[src/rtl/demux_1x2_reg.sv]
// Registered 1-to-2 stream distributor: steers one valid/ready input to the low branch,
// the high branch, both or neither. Each branch has a one-entry output register.
module demux_1x2_reg #(
   parameter int DATA_WIDTH     = 32,
   parameter int COMMMAND_WIDTH = 2
) (
   input  logic                      clk,
   input  logic                      rst,
   input  logic                      i_valid,
   output logic                      o_ready,
   input  logic [DATA_WIDTH-1:0]     i_data_bus,
   input  logic                      i_en,
   input  logic [COMMMAND_WIDTH-1:0] i_cmd,
   output logic [1:0]                o_valid,
   output logic [2*DATA_WIDTH-1:0]   o_data_bus,
   input  logic [1:0]                i_ready
);

   logic [1:0]            vld_p1;
   logic [DATA_WIDTH-1:0] data_p1 [2];
   logic [1:0]            tgt;
   logic [1:0]            can_acc;
   logic [1:0]            load;
   logic [1:0]            pop;
   logic                  fire_in;

   // Multicast is all-or-nothing: every targeted branch must be able to accept.
   always_comb begin
      tgt     = i_cmd[1:0];
      can_acc = ~vld_p1 | i_ready;
      o_ready = i_en && !rst && ((tgt & ~can_acc) == 2'b00);
      fire_in = i_valid && o_ready;
      load    = fire_in ? tgt : 2'b00;
      pop     = vld_p1 & i_ready;
   end

   // Stage p1: per-branch output slot; a popped slot without a new load clears to zero.
   always_ff @(posedge clk) begin
      if (rst) begin
         vld_p1     <= 2'b00;
         data_p1[0] <= '0;
         data_p1[1] <= '0;
      end else begin
         for (int b = 0; b < 2; b++) begin
            if (load[b]) begin
               vld_p1[b]  <= 1'b1;
               data_p1[b] <= i_data_bus;
            end else if (pop[b]) begin
               vld_p1[b]  <= 1'b0;
               data_p1[b] <= '0;
            end
         end
      end
   end

   assign o_valid    = vld_p1;
   assign o_data_bus = {data_p1[1], data_p1[0]};

endmodule

[config.mk]
export PLATFORM = sky130hd
export DESIGN_NAME = demux_1x2_reg
export DESIGN_NICKNAME = d
export VERILOG_FILES = /design/src/rtl/demux_1x2_reg.sv
export SDC_FILE = /design/constraint.sdc
export NUM_CORES = 1
export LEC_CHECK = 0
export BUFFER_PORTS_ARGS = -buffer_cell sky130_fd_sc_hd__clkbuf_2
export CAP_MARGIN = 20
export CELL_PAD_IN_SITES_DETAIL_PLACEMENT = 1
export CELL_PAD_IN_SITES_GLOBAL_PLACEMENT = 1
export CORE_ASPECT_RATIO = 1.75
export CORE_UTILIZATION = 38
export DETAILED_ROUTE_END_ITERATION = 7
export PLACE_DENSITY_LB_ADDON = 0.1
export REMOVE_ABC_BUFFERS = 1
export SKIP_LAST_GASP = 1
export SYNTH_ARGS = -nofsm -noshare
export SYNTH_HDL_FRONTEND = slang
export SYNTH_SLANG_ARGS = --single-unit
[constraint.sdc]
create_clock -name clk -period 6.3 [get_ports clk]
set_input_delay 0.315 -clock clk [delete_from_list [all_inputs] [get_ports clk]]
set_output_delay 0.315 -clock clk [all_outputs]
set_load 0.05 [all_outputs]
---- Word level (Yosys, flattened, before mapping) ----
Memories as Yosys holds them, arrays and structs flattened.
Cells that the tools add are included.
word-level totals
  bits in registers ....................... 2
  bits in writable memories ............... 64
  input bits .............................. 40
  output and inout port bits .............. 67
  logic and storage cells ................. 44
  memories kept ........................... 1
memories
  name     depth  width  read ports  clocked after Yosys merged registers in  write ports  RTL line  source
  data_p1  2      32     2           0                                        2            20        logic [DATA_WIDTH-1:0] data_p1 [2];
cells by class
  multiplexer cells ....................... 25
  bitwise gates (word level) .............. 9
  reduce and logical (&&, ||, !) cells .... 7
operators with widths
  kind               number
  $mux 32            4
  $mux 1             20
  $and 2x2->2        2
  $not 2->2          2
  $or 1x1->1         4
  $reduce_bool 2->1  2
  $logic_and 1x1->1  3
  $logic_not 2->1    1
  $mux 2             1
  $or 2x2->2         1
  $logic_not 1->1    1

---- Depth between registers and ports, before layout ----
Gate-level depths: netlist of run 1.
  depth in word-level cells ............... 13
  depth in mapped cells ................... 4
  gate-level depth less buffers ........... 3

---- Worst setup path after synthesis of run 1 ----
Ideal clock, no wire load.
  path type ............................... reg-to-reg
  start ................................... register vld_p1[1], in the netlist o_valid[1]
  end ..................................... memory data_p1[0][0] (enable)
  setup time .............................. 0.466 ns
  data arrival time ....................... 3.188 ns
  data required time ...................... 5.834 ns
  slack ................................... 2.646 ns
  stages on the path, launching flop included .. 4
  buffers on the path ..................... 0
  period minus slack after synthesis ...... 3.654 ns
  cell sequence ........................... dfxtp_1 -> nand3b_1 -> nand4_1 -> o21ai_0
RTL lines
  item                               RTL line  source
  from (decl)                        19        logic [1:0] vld_p1;
  from (signal assigned)             40        vld_p1 <= 2'b00;
  from (signal, indexed assignment)  46        vld_p1[b] <= 1'b1;
  from (signal, indexed assignment)  49        vld_p1[b] <= 1'b0;
  to (decl)                          20

==> reports/qor.yml, run 1 <==
outcome:
  outcome: "finished, final reports clean"
sta:
  clock_skew_ns: 0.00303
  count_of_final_max_slew_check_failures: 0
  post-route-min-period_ns: 1.97
  finalSetupViolations: 0
  rsz0062_at_grt: "false"
  final_total_negative_setup_slack_ns: 0
  min_period_over_period_pct: 31.3
  max-slew-margin-rel_pct: 32.2
  max_slew.worst_pin.slew_ns: 1.01
  final-hold-violation-count: 0
  max_clock_freq_mhz: 508
  worst_slack_ns: 4.33
pwr:
  p_switching_mw: 0.292
  switching_portion_of_total_power_pct: 25.7
  power_density_nw_per_um2: 328
  clock_power_share_pct: 44.5
  power.total_mw: 1.14
  power.ir.vdd_worst_v: 0.000168
  comb_power_share_pct: 13.2
  cellLeakagePower_nw: 1.79
  seq_power_share_pct: 42.3
  internal-power_mw: 0.844
synth:
  post_synth_instance_area_um2: 2550
  yosys_register_bits: 66
  async_reset_ff_share_pct: 0
  list_of_most_frequent_post_synthesis_cells: "sky130_fd_sc_hd__dfxtp_1, sky130_fd_sc_hd__nand2_1"
  synthesis.area_per_instance_um2: 11.5
  synth_flop_cell: "sky130_fd_sc_hd__dfxtp_1"
  yosys_warnings: 0
  synth_most_common_cell: "sky130_fd_sc_hd__dfxtp_1"
  synth.lib_cells_used.distinct: 20
  netlist_top_cells_area: "sky130_fd_sc_hd__edfxtp_1, sky130_fd_sc_hd__dfxtp_1, sky130_fd_sc_hd__mux2i_1"
  synth_edf_count: 32
  ys_seq_area_share_pct: 64.3
  synth_top_area_share_pct: 37.6
  synth_area_leader_cell: "sky130_fd_sc_hd__edfxtp_1"
  syn-instance-count: 223
clocking:
  clkLatencyLatePin_ns: 0.32
  post-cts-setup-buffers: 0
  clkTransAtPathRegs_ns: 0.05
  cts_hold_repair.buffers: 0
  post_cts_resize_count: 0
  cts.root.buffer_cell: "sky130_fd_sc_hd__clkbuf_16"
  h-tree-depth: 3
  cts_max_path_buffers: 2
  cts.sinks: 66
  cts_tree: "done"
  cts_inserted_buffers: 9
global_route:
  grt_most_used_layer: "met2"
  grt_pass1_vias: 2100
  grt_overflow_total: 0
  gr-usage-all-layers_pct: 18.8
  grt_start_max_net_pins: 34
  global_route_met2_utilization_pct: 34.3
  initial_antenna_violation_count: 0
  groute.layer.met3.usage_pct: 7.13
  grt_use_met1_pct: 18.6
  global_route_wire_length_before_repair_um: 9980
floorplan:
  io_pins: 107
  dieArea_um2: 7070
  initial_utilization_pct: 39.3
  die_w_um: 64.0
  floorplan.die.height_um: 110
  core.rowCount: 39
  core_area_um2: 6490
routing:
  drtPass1Iterations: 2
  final_antenna_net_count: 0
  drcViolationCount: 0
  route.final.wire_length_um: 6080
  wire_per_inst_um: 14.6
  dr_total_vias: 1986
  dr_vias_cell: 4.76
  drt_iter0_drc: 44
run:
  max-cap-violations: 0
worst_setup_path:
  element_type_at_the_critical_path_start: "flip-flop"
  criticalPathCategory: "reg -> reg"
  rr_startpoint: "o_valid[1]$_SDFFE_PP0P_"
  critPathArrivalTime_ns: 1.91
  setup.reg_to_reg.worst_slack_ns: 4.33
  critical_path_required_ns: 6.24
  critical_path.max_fanout: 32
  cp-end-kind: "flip-flop"
  critPathLaunch: "o_valid[1]$_SDFFE_PP0P_"
placement:
  placement.setup.worst_slack_ns: 4.12
  placement.io_buffers: 106
  globalplace.congestion: 0.692
  dp.final_hpwl_um: 4160
  dp.cells: 401
finish:
  share_of_cells_above_drive_strength_1_pct: 38.2
  insertedDiodeCount: 0
  flow.area_growth_from_synthesis_pct: 35.5
  finalNonFillerCells: 417
  finish.net_count: 370
hold_path:
  timing.hold.worst.class: "in -> reg"
  timing.hold.worst.start: "i_data_bus[16]"
-- layout by cell type, fill, tap and decap left out --
cell | synthesis | layout
sky130_fd_sc_hd__edfxtp_1 | 32 | 32
sky130_fd_sc_hd__mux2i_1 | 32 | 32
sky130_fd_sc_hd__buf_4 | 2 | 2
sky130_fd_sc_hd__and2_1 | 1 | 1
sky130_fd_sc_hd__a21oi_2 | 0 | 2
sky130_fd_sc_hd__inv_1 | 32 | 32
sky130_fd_sc_hd__nand3b_1 | 2 | 2
sky130_fd_sc_hd__clkbuf_16 | 0 | 9
sky130_fd_sc_hd__nand4_4 | 1 | 1
sky130_fd_sc_hd__nand2_1 | 33 | 33
sky130_fd_sc_hd__nor3_1 | 32 | 32
sky130_fd_sc_hd__dfxtp_1 | 34 | 34
sky130_fd_sc_hd__o21ai_4 | 0 | 1
sky130_fd_sc_hd__clkbuf_8 | 0 | 3
sky130_fd_sc_hd__nand4_1 | 1 | 1
sky130_fd_sc_hd__bufinv_16 | 0 | 1
sky130_fd_sc_hd__nand4_2 | 1 | 1
sky130_fd_sc_hd__o21ai_0 | 2 | 1
sky130_fd_sc_hd__clkbuf_1 | 2 | 2
sky130_fd_sc_hd__a21oi_1 | 4 | 2
sky130_fd_sc_hd__nor2b_2 | 1 | 1
sky130_fd_sc_hd__clkinv_2 | 0 | 1
sky130_fd_sc_hd__nand2b_1 | 2 | 2
sky130_fd_sc_hd__and3_1 | 1 | 1
sky130_fd_sc_hd__clkbuf_2 | 0 | 106
-- critical path: stages, from the launching register on --
cell and delay (ns):
sky130_fd_sc_hd__dfxtp_1 0.34, sky130_fd_sc_hd__nand3b_1 0.21, sky130_fd_sc_hd__nand4_1 0.21, sky130_fd_sc_hd__o21ai_4 0.82
-- power groups by stage --
stage                     clock network [mW]  logic (mW)  registers (mW)
after global placement                     0       0.151           0.489
after global routing                   0.533       0.158           0.483
final                                  0.505       0.150           0.481
after detailed placement                   0       0.152           0.490
after floorplan                            0      0.0319           0.562
after CTS                              0.518       0.152           0.481
-- worst paths after layout --
path / end / depth (start not counted)
min reg2reg: data_p1[1][0]$_SDFFE_PP0P_ / 2
min: data_p1[1][16]$_SDFFE_PP0P_ / 3
max: data_p1[0][2]$_SDFFCE_PP0P_ / 3
max reg2reg: data_p1[0][2]$_SDFFCE_PP0P_ / 3
-- cells by family (layout without fill, tap and decap cells) --
kind of cell | count (synthesis) | count (layout) | share of synthesized area, %
simple gates | 75 | 75 | 14.6
flops | 66 | 66 | 64.3
buf+inv | 44 | 156 | 7.40
mux | 32 | 32 | 12.5
compound gates | 6 | 6 | 1.18
-- per-layer routing --
layer / wire, um / part of all wire, %
met1: 2140 / 35
met4: 109 / 1.8
met5: 0 / 0
met2: 3450 / 57
met3: 386 / 6.3
-- registers in the layout, indices dropped and copies added (netlist names) --
register  cells
data_p1      64
o_valid       2
-- stage by stage --
step                utilization [%]  hold slack (ns)  area (um2)
floorplan                         -            0.384        2480
global placement               48.6            0.446        3150
detailed placement             48.6            0.459        3150
CTS                            53.3            0.231        3460
global route                   53.3            0.242        3460
finish                         53.3            0.239        3460
-- cell type report --
type / count / area, um2
Fill cell: 753 / 3030
Clock inverter: 2 / 35.0
Sequential cell: 66 / 1640
Multi-Input combinational cell: 113 / 742
Timing Repair Buffer: 108 / 546
Clock buffer: 14 / 274
Tap cell: 82 / 103
Inverter: 32 / 120
(Power assumes the default switching activity.)
==> run 2, diff against run 1 <==
--- a/config.mk
+++ b/config.mk
@@ -10,7 +10,7 @@
 export CELL_PAD_IN_SITES_DETAIL_PLACEMENT = 1
 export CELL_PAD_IN_SITES_GLOBAL_PLACEMENT = 1
 export CORE_ASPECT_RATIO = 1.75
-export CORE_UTILIZATION = 38
+export CORE_UTILIZATION = 32
 export DETAILED_ROUTE_END_ITERATION = 7
 export PLACE_DENSITY_LB_ADDON = 0.1
 export REMOVE_ABC_BUFFERS = 1
==> constraint.sdc (replaced) <==
create_clock -name clk -period 1.65 [get_ports clk]
set_input_delay 0.0825 -clock clk [delete_from_list [all_inputs] [get_ports clk]]
set_output_delay 0.0825 -clock clk [all_outputs]
set_load 0.05 [all_outputs]
==> reports/qor.yml, run 2 (synthesis results as in run 1) <==
outcome:
  outcome: "finished, final reports clean"
placement:
  dp.final_hpwl_um: 4560  # +9.7%
  dp.cells: 416  # +3.7%
  placement.io_buffers: 106  # unchanged
  globalplace.congestion: 0.725  # +4.8%
  place_area_um2: 3270  # +3.7%
worst_setup_path:
  critical_path.max_fanout: 4  # -88%
  critical_path_required_ns: 1.57  # -4.67 ns
  critPathLaunch: "o_valid[1]$_SDFFE_PP0P_"
  element_type_at_the_critical_path_start: "flip-flop"
  critPathArrivalTime_ns: 1.45  # -0.46 ns
  cp-end-kind: "primary output"
  rr_startpoint: "o_valid[1]$_SDFFE_PP0P_"
  criticalPathCategory: "reg -> out"
global_route:
  initial_antenna_violation_count: 0  # unchanged
  grt_pass1_vias: 2199  # +4.7%
  gr-usage-all-layers_pct: 16.9  # -1.9 points
  global_route_wire_length_before_repair_um: 10600  # +6.6%
  grt_overflow_total: 0  # unchanged
  grt_start_max_net_pins: 34  # unchanged
hold_path:
  timing.hold.worst.class: "in -> reg"
  timing.hold.worst.start: "i_data_bus[12]"
finish:
  layout.cell_area.non_filler_um2: 3680  # +6.4%
  flow.area_growth_from_synthesis_pct: 44.2
  largest-register: "data_p1"
  most_common_library_cell_in_the_layout_ignoring_fill_and_taps: "sky130_fd_sc_hd__clkbuf_2"
  finish.net_count: 393  # +6.2%
  n_fill_cell: 873  # +16%
  insertedDiodeCount: 0  # unchanged
  share_of_cells_above_drive_strength_1_pct: 38.3  # +0.059 points
  most-common-layout-cells: "sky130_fd_sc_hd__clkbuf_2, sky130_fd_sc_hd__nand2_1, sky130_fd_sc_hd__dfxtp_1"
  finalNonFillerCells: 446  # +7.0%
  largest_register_ffs: 64  # unchanged
  utilization_after_layout_pct: 48.3  # -5.0 points
clocking:
  post-cts-setup-buffers: 0  # unchanged
  cts_max_path_buffers: 2  # unchanged
  clkLatencyLatePin_ns: 0.33  # about the same
  cts.sinks: 66  # unchanged
  cts.root.buffer_cell: "sky130_fd_sc_hd__clkbuf_16"
  clkTransAtPathRegs_ns: 0.05  # about the same
  cts_inserted_buffers: 9  # unchanged
  cts_tree: "done"
  h-tree-depth: 3  # unchanged
floorplan:
  initial_utilization_pct: 33.5  # -5.8 points
  core.rowCount: 42  # +7.7%
  io_pins: 107  # unchanged
  floorplan.die.height_um: 120  # +8.8%
  die_w_um: 69.5  # +8.7%
  dieArea_um2: 8360  # +18%
  core_area_um2: 7620  # +17%
sta:
  clock_skew_ns: 0.00580  # +0.00277 ns
  final-hold-violation-count: 0  # unchanged
  max_slew.worst_pin.slew_ns: 0.366  # -0.647 ns
  rsz0062_at_grt: "false"
  max_clock_freq_mhz: 655
  min_period_over_period_pct: 92.6
  finalSetupViolations: 0  # unchanged
  max-slew-margin-rel_pct: 75.6  # +43 points
  post-route-min-period_ns: 1.53
  count_of_final_max_slew_check_failures: 0  # unchanged
run:
  max-cap-violations: 0  # unchanged
routing:
  dr_total_vias: 2048  # +3.1%
  final_antenna_net_count: 0  # unchanged
  dr_vias_cell: 4.59  # -3.6%
  drcViolationCount: 0  # unchanged
  wire_per_inst_um: 15.3  # +5.0%
  route.final.wire_length_um: 6830  # +12%
  drt_iter0_drc: 100  # +130%
  drtPass1Iterations: 6  # +4
pwr:
  internal-power_mw: 3.06  # +260%
  p_switching_mw: 1.15  # +300%
  seq_power_share_pct: 43.6  # +1.3 points
  power.total_mw: 4.21  # +270%
  power.ir.vdd_worst_v: 0.000727  # +330%
  switching_portion_of_total_power_pct: 27.4  # +1.7 points
  comb_power_share_pct: 14.9  # +1.7 points
  power_density_nw_per_um2: 1140  # +250%
  clock_power_share_pct: 41.5  # -3.0 points
  cellLeakagePower_nw: 1.89  # +5.6%
run 2: worst paths after layout:
check        slack (ns)  cells past startpoint                           end
max reg2reg        0.24                      4  data_p1[0][17]$_SDFFCE_PP0P_
max                0.12                      4                       o_ready
min reg2reg        0.46                      2   data_p1[1][31]$_SDFFE_PP0P_
min               0.006                      3   data_p1[1][12]$_SDFFE_PP0P_
run 2: cell type report:
type	instances	area, um2	area share, %
well taps	88	110	2.99
multi-input cells	113	757	20.6
repair buffers	131	778	21.1
clock buffers	13	260	7.07
flip-flops and latches	66	1640	44.6
clock inverters	3	13.8	0.374
inverters	32	120	3.26
run 2: routing by layer:
layer,GRT usage [%],wire [um],up-vias
li1,-,-,1006
met1,18.2,2790,961
met2,30.3,3590,74
met3,5.08,340,7
met4,6.89,111,0
met5,0,0,-
run 2: timing repair:
item                                   4_1_cts  5_1_grt
setup endpoints to repair                    0        1
gates resized for setup                      0        1
endpoints found under the hold margin       14        0
hold buffers                                14        0
run 2: critical path: stages, from the launching register on:
cell and delay, ns:
sky130_fd_sc_hd__dfxtp_1 0.42, sky130_fd_sc_hd__nand3b_1 0.13, sky130_fd_sc_hd__buf_4 0.17, sky130_fd_sc_hd__and3_1 0.17, sky130_fd_sc_hd__clkbuf_2 0.23
run 2: power by group through the flow:
stage          combinational (mW)  sequential (mW)  clock [mW]
6_report                    0.626             1.84        1.75
5_1_grt                     0.660             1.84        1.85
4_1_cts                     0.634             1.84        1.80
3_5_place_dp                0.607             1.87           0
3_3_place_gp                0.601             1.87           0
2_1_floorplan               0.122             2.15           0
run 2: metrics by stage:
stage / worst slack [ns] / hold WS, ns / TNS [ns]
global route: 0.0360 / 0.0102 / 0
finish: 0.122 / 0.00648 / 0
global placement: 0.233 / 0.332 / 0
detailed placement: 0.214 / 0.341 / 0
CTS: 0.0472 / 0.00152 / 0
floorplan: -2.00 / 0.152 / -99.66
